==> src/rtl/axis_pkg.sv <==
// Shared AXI-Stream helpers: default widths, a constant-safe clog2 and lane/keep types.
package axis_pkg;

  localparam int AXIS_DW_IN = 8;
  localparam int AXIS_RATIO = 4;
  localparam int AXIS_DEPTH = 4;

  function automatic int clog2(input int value);
    int r;
    r = 0;
    while ((1 << r) < value) r++;
    return r;
  endfunction

  typedef logic [AXIS_DW_IN-1:0] axis_lane_t;
  typedef logic [AXIS_RATIO-1:0] axis_keep_t;

endpackage

==> src/rtl/axis_sync_fifo.sv <==
// Show-ahead synchronous FIFO. The head word lives in an output register, so a push
// into an empty FIFO is visible on dout the very next cycle.
module axis_sync_fifo
  import axis_pkg::*;
#(
  parameter int W     = 8,
  parameter int DEPTH = 4,
  localparam int AW   = clog2(DEPTH),
  localparam int LW   = AW + 1
) (
  input  logic          clk,
  input  logic          reset,
  input  logic          push,
  input  logic [W-1:0]  din,
  input  logic          pop,
  output logic [W-1:0]  dout,
  output logic          valid,
  output logic [LW-1:0] lvl
);

  logic [W-1:0]  r_mem [DEPTH];
  logic [AW-1:0] r_wr;
  logic [AW-1:0] r_rd;
  logic [LW-1:0] r_lvl;
  logic [W-1:0]  r_dout;

  logic w_empty;
  logic w_full;
  logic w_pop;
  logic w_push;
  logic w_mem_empty;
  logic w_bypass;
  logic w_mem_wr;
  logic w_mem_rd;

  assign w_empty     = (r_lvl == '0);
  assign w_full      = (r_lvl == LW'(DEPTH));
  assign w_pop       = pop & ~w_empty;
  assign w_push      = push & (~w_full | w_pop);
  // Everything beyond the head word sits in r_mem.
  assign w_mem_empty = (r_lvl <= LW'(1));
  assign w_bypass    = w_push & (w_empty | (w_pop & w_mem_empty));
  assign w_mem_wr    = w_push & ~w_bypass;
  assign w_mem_rd    = w_pop & ~w_mem_empty;

  always_ff @(posedge clk) begin
    if (w_mem_wr) r_mem[r_wr] <= din;
  end

  always_ff @(posedge clk) begin
    if (reset) begin
      r_wr   <= '0;
      r_rd   <= '0;
      r_lvl  <= '0;
      r_dout <= '0;
    end else begin
      if (w_bypass)      r_dout <= din;
      else if (w_mem_rd) r_dout <= r_mem[r_rd];
      if (w_mem_wr) r_wr <= r_wr + AW'(1);
      if (w_mem_rd) r_rd <= r_rd + AW'(1);
      if (w_push && !w_pop)      r_lvl <= r_lvl + LW'(1);
      else if (!w_push && w_pop) r_lvl <= r_lvl - LW'(1);
    end
  end

  assign dout  = r_dout;
  assign valid = ~w_empty;
  assign lvl   = r_lvl;

endmodule

==> src/rtl/axis_upsizer.sv <==
// AXI-Stream width up-converter: packs RATIO narrow beats little-endian into one wide
// word, flushing early on s_tlast, and queues finished words in a show-ahead FIFO.
module axis_upsizer
  import axis_pkg::*;
#(
  parameter int DW_IN   = AXIS_DW_IN,
  parameter int RATIO   = AXIS_RATIO,
  parameter int DEPTH   = AXIS_DEPTH,
  localparam int DW_OUT = DW_IN * RATIO,
  localparam int LVL_W  = clog2(DEPTH) + 1
) (
  input  logic              clk,
  input  logic              reset,
  input  logic [DW_IN-1:0]  s_tdata,
  input  logic              s_tvalid,
  input  logic              s_tlast,
  output logic              s_tready,
  output logic [DW_OUT-1:0] m_tdata,
  output logic [RATIO-1:0]  m_tkeep,
  output logic              m_tlast,
  output logic              m_tvalid,
  input  logic              m_tready,
  output logic [LVL_W-1:0]  fifo_lvl
);

  localparam int CNT_W = clog2(RATIO);
  localparam int FW    = DW_OUT + RATIO + 1;

  logic [CNT_W-1:0]  r_cnt;
  logic [DW_OUT-1:0] r_pack;
  logic [RATIO-1:0]  r_keep;

  logic              w_accept;
  logic              w_commit;
  logic [RATIO-1:0]  w_lane_hit;
  logic [DW_OUT-1:0] w_word;
  logic [RATIO-1:0]  w_keep;
  logic [FW-1:0]     w_fifo_dout;
  logic [LVL_W-1:0]  w_lvl;

  assign s_tready = (w_lvl != LVL_W'(DEPTH));
  assign w_accept = s_tvalid & s_tready;
  assign w_commit = w_accept & ((r_cnt == CNT_W'(RATIO - 1)) | s_tlast);

  // The word pushed on commit already contains the committing beat.
  for (genvar gi = 0; gi < RATIO; gi++) begin : g_lane
    assign w_lane_hit[gi] = w_accept & (r_cnt == CNT_W'(gi));
    assign w_word[gi*DW_IN +: DW_IN] = w_lane_hit[gi] ? s_tdata : r_pack[gi*DW_IN +: DW_IN];
    assign w_keep[gi] = r_keep[gi] | w_lane_hit[gi];
  end

  always_ff @(posedge clk) begin
    if (reset) begin
      r_cnt  <= '0;
      r_pack <= '0;
      r_keep <= '0;
    end else if (w_commit) begin
      r_cnt  <= '0;
      r_pack <= '0;
      r_keep <= '0;
    end else if (w_accept) begin
      r_cnt  <= r_cnt + CNT_W'(1);
      r_pack <= w_word;
      r_keep <= w_keep;
    end
  end

  axis_sync_fifo #(
    .W     (FW),
    .DEPTH (DEPTH)
  ) u_fifo (
    .clk   (clk),
    .reset (reset),
    .push  (w_commit),
    .din   ({s_tlast, w_keep, w_word}),
    .pop   (m_tready),
    .dout  (w_fifo_dout),
    .valid (m_tvalid),
    .lvl   (w_lvl)
  );

  assign {m_tlast, m_tkeep, m_tdata} = w_fifo_dout;
  assign fifo_lvl = w_lvl;

endmodule

==> config.mk <==
export PLATFORM = sky130hd
export DESIGN_NAME = axis_upsizer
export DESIGN_NICKNAME = d
export VERILOG_FILES = /design/src/rtl/axis_pkg.sv /design/src/rtl/axis_sync_fifo.sv /design/src/rtl/axis_upsizer.sv
export SDC_FILE = /design/constraint.sdc
export NUM_CORES = 1
export LEC_CHECK = 0
export BUFFER_PORTS_ARGS = -buffer_cell sky130_fd_sc_hd__buf_2
export CAP_MARGIN = 30
export CORE_ASPECT_RATIO = 0.5
export CORE_UTILIZATION = 55
export CTS_CLUSTER_DIAMETER = 100
export DETAILED_ROUTE_END_ITERATION = 8
export HOLD_SLACK_MARGIN = 0.02
export PLACE_DENSITY = 0.76
export REMOVE_ABC_BUFFERS = 1
export SYNTH_ARGS = -nofsm -noshare
export SYNTH_HDL_FRONTEND = slang
export SYNTH_HIERARCHICAL = 1
export SYNTH_SLANG_ARGS = --single-unit
==> constraint.sdc <==
create_clock -name clk -period 3.1 [get_ports clk]
set_clock_uncertainty 0.05 [all_clocks]
set_input_delay 0.31 -clock clk [delete_from_list [all_inputs] [get_ports clk]]
set_output_delay 0.31 -clock clk [all_outputs]
set_load 0.02 [all_outputs]
==> impl_metrics.ini <==
[die]
num_rows = 34
fp.dieH_um = 96.6
start_util_pct = 56.4
coreArea_sq_mm = 0.0174
ios = 55
die_x_um = 191
dieArea_sq_mm = 0.0185

[sta]
worstMarginPinSlew_ps = 926
hold_slack_ps = 78.5
period_needed_ps = 2740
min_period_over_period_pct = 88.3
slew_violations = 0
max_slew_margin_pct = 38.3
hold_violations = 0
timing.setup.tns_ps = 0
worst_slack_ps = 363
rsz0062_at_grt = false
fmaxAchievable_ghz = 0.365
setup_viol = 0

[logic_synthesis]
synth_edf_count = 148
netlist-cell-type-count = 49
ys_ff_latch = 232
yosys-top-cells-area = edfxtp_1 45%, dfxtp_1 17%, mux4_1 5.1%, a311oi_2 4.6%, nand2_1 4.2%
synth_top_area_share_pct = 45.2
synth_common_cells = 148 x edfxtp_1, 111 x nand2_1, 84 x dfxtp_1
yosysWarnings = 6
yosysMostFrequentCell = edfxtp_1
netlist_instances = 689
syn_area_sq_mm = 0.00984
synthArstFlopShare_pct = 0
ys_seq_area_share_pct = 62.3
synthFlopType = edfxtp_1
avgSynthCellArea_sq_um = 14.3
synth_top_area_cell = edfxtp_1

[cts]
clk_path_buf_depth = 3
cts_root_buffer = clkbuf_16
cts_buffers = 21
cts_hold_buf = 0
post_cts_buffers = 0
cts_resized = 0
htree_levels = 1
cts_sinks = 232
clk_pin_slew_ps = 70
clock_latency_ps = 490
cts_tree = done

[routing]
dr.pass1.iters = 5
dr_total_vias = 5851
wl_per_cell_um = 20.3
routed_wl_mm = 20.0
drt-initial-drc-count = 611
via_per_inst = 5.96
ant_nets = 0
drc = 0

[setup_path]
reg2reg_from = u_fifo/lvl[1]$_SDFFE_PP0P_
crit_path_end_kind = register
critPathArrivalTime_ps = 3090
cpPeakStageDelay_ps = 760
cp.required_ps = 3450
cp_max_fo = 39
path_class = reg2reg
r2r_cells = 6
reg2reg_slack_ps = 360
worst_setup_path_start_kind = register
r2r-end = u_fifo/dout[3]$_SDFFE_PP0P_
slowest_stage = o21a_2
critical_path.cell_chain = inv_1, ha_1, nand2b_1, o21a_2, nand2_1, a311oi_2

[final_layout]
finish.net_count = 758
fin_util_pct = 61.8
nFillCells = 1264
final_cell_area_sq_mm = 0.0108
fin_cells = 981
drive_above_1_share_pct = 25.8
antenna_cells = 0
synthToLayoutAreaGrowth_pct = 9.50

[pwr]
powerDensity_mw_per_mm2 = 775
p_total_mw = 8.35
power_leakage_nw = 3.84
irDropWorstVdd_mv = 0.373

[global_routing]
grt_usage_pct = 22.0
grt_max_degree = 75
antenna_found_initial = 0
grt_overflow = 0
grt_pass1_wl_mm = 30.8
first_global_vias = 5611

[place]
place.gp.congestion = 0.754
pre_cts_ws_ps = 375
portBuffers = 54
place_area_sq_mm = 0.0101
dp.cells = 944
dp_hpwl_mm = 11.7

[outcome]
status = completed

[hold_path]
worstHoldPathType = in2reg
hp-start = s_tlast
whs_path_depth = 1
whs_endpoint = u_fifo/r_mem[2][36]$_DFFE_PP_

[flow_run]
max_cap_violations = 0
-- layout make-up --
class / count / area (sq um) / share of cell area, %
well taps: 234 / 293 / 2.72
clock buffers: 29 / 596 / 5.53
inverters: 13 / 48.8 / 0.453
repair buffers: 70 / 453 / 4.21
flip-flops and latches: 232 / 6130 / 56.9
multi-input cells: 395 / 3210 / 29.8
clock inverters: 8 / 45.0 / 0.418
-- state kept, by name, summed over array words and instances, names as in the netlist, named ones only --
signal / count
u_fifo/dout: 37
r_cnt: 2
r_pack: 32
u_fifo/r_mem: 148
u_fifo/r_rd: 2
u_fifo/lvl: 3
u_fifo/r_wr: 2
r_keep: 4
-- cell usage in the layout (no fill, tap or decap), types with 18 or more instances in the layout --
cell type  Yosys  routed
mux4_2        18      18
clkbuf_16      0      21
nand2_1      111     111
a21oi_1       40      40
mux4_1        19      19
edfxtp_1     148     148
nor2_1        19      19
o21ai_0       29      29
buf_2         10      54
dfxtp_1       84      83
nor2_2        30      30
nand4_1       34      34
a311oi_2      30      30
-- worst max-delay path by stage --
stage / from / to / slack (ps) / cells past startpoint
after floorplan: u_fifo/lvl[2]$_SDFFE_PP0P_ / u_fifo/dout[0]$_SDFFE_PP0P_ / -2210 / 5
after global placement: u_fifo/lvl[1]$_SDFFE_PP0P_ / u_fifo/dout[23]$_SDFFE_PP0P_ / 520 / 6
after detailed placement: u_fifo/lvl[1]$_SDFFE_PP0P_ / u_fifo/dout[3]$_SDFFE_PP0P_ / 370 / 6
after CTS: u_fifo/lvl[1]$_SDFFE_PP0P_ / u_fifo/dout[3]$_SDFFE_PP0P_ / 370 / 6
after global routing: u_fifo/lvl[1]$_SDFFE_PP0P_ / u_fifo/dout[21]$_SDFFE_PP0P_ / 190 / 6
final: u_fifo/lvl[1]$_SDFFE_PP0P_ / u_fifo/dout[3]$_SDFFE_PP0P_ / 360 / 6
-- report_power, final --
group	total, mW	internal (mW)	switching (mW)
clock network	2.43	1.35	1.08
logic	2.18	0.795	1.38
registers	3.75	3.58	0.166
total	8.35	5.72	2.63
-- worst max-delay path, delay by kind of cell, from the launching register on --
kind | cells | cell delay [ps]
AO/OA/AOI/OAI | 2 | 1080
adder cells (fa/ha/maj) | 1 | 460
buffers and inverters | 1 | 170
flip-flops | 1 | 420
AND/OR/NAND/NOR | 2 | 440
-- routing by layer --
metal  routed length, um  track usage (%)  vias up  part of all wire [%]
met4                 405             6.55        0                   2.0
met5                   0                0        -                     0
met2                9250             35.2      178                    46
met3                1200             3.83       32                   6.0
li1                    -                -     2701                     -
met1                9100             31.2     2940                    46
-- kinds of logic (layout without fill, tap and decap cells) --
logic type	count (synthesis)	after routing	share of synthesized area, %
adder cells (fa/ha/maj)	13	13	1.63
buffers and inverters	62	120	5.22
XOR/XNOR	4	4	0.356
multiplexers	38	38	9.30
flip-flops	232	232	62.3
AO/OA/AOI/OAI	126	126	10.7
AND/OR/NAND/NOR	214	214	10.5
(Power assumes the default switching activity.)
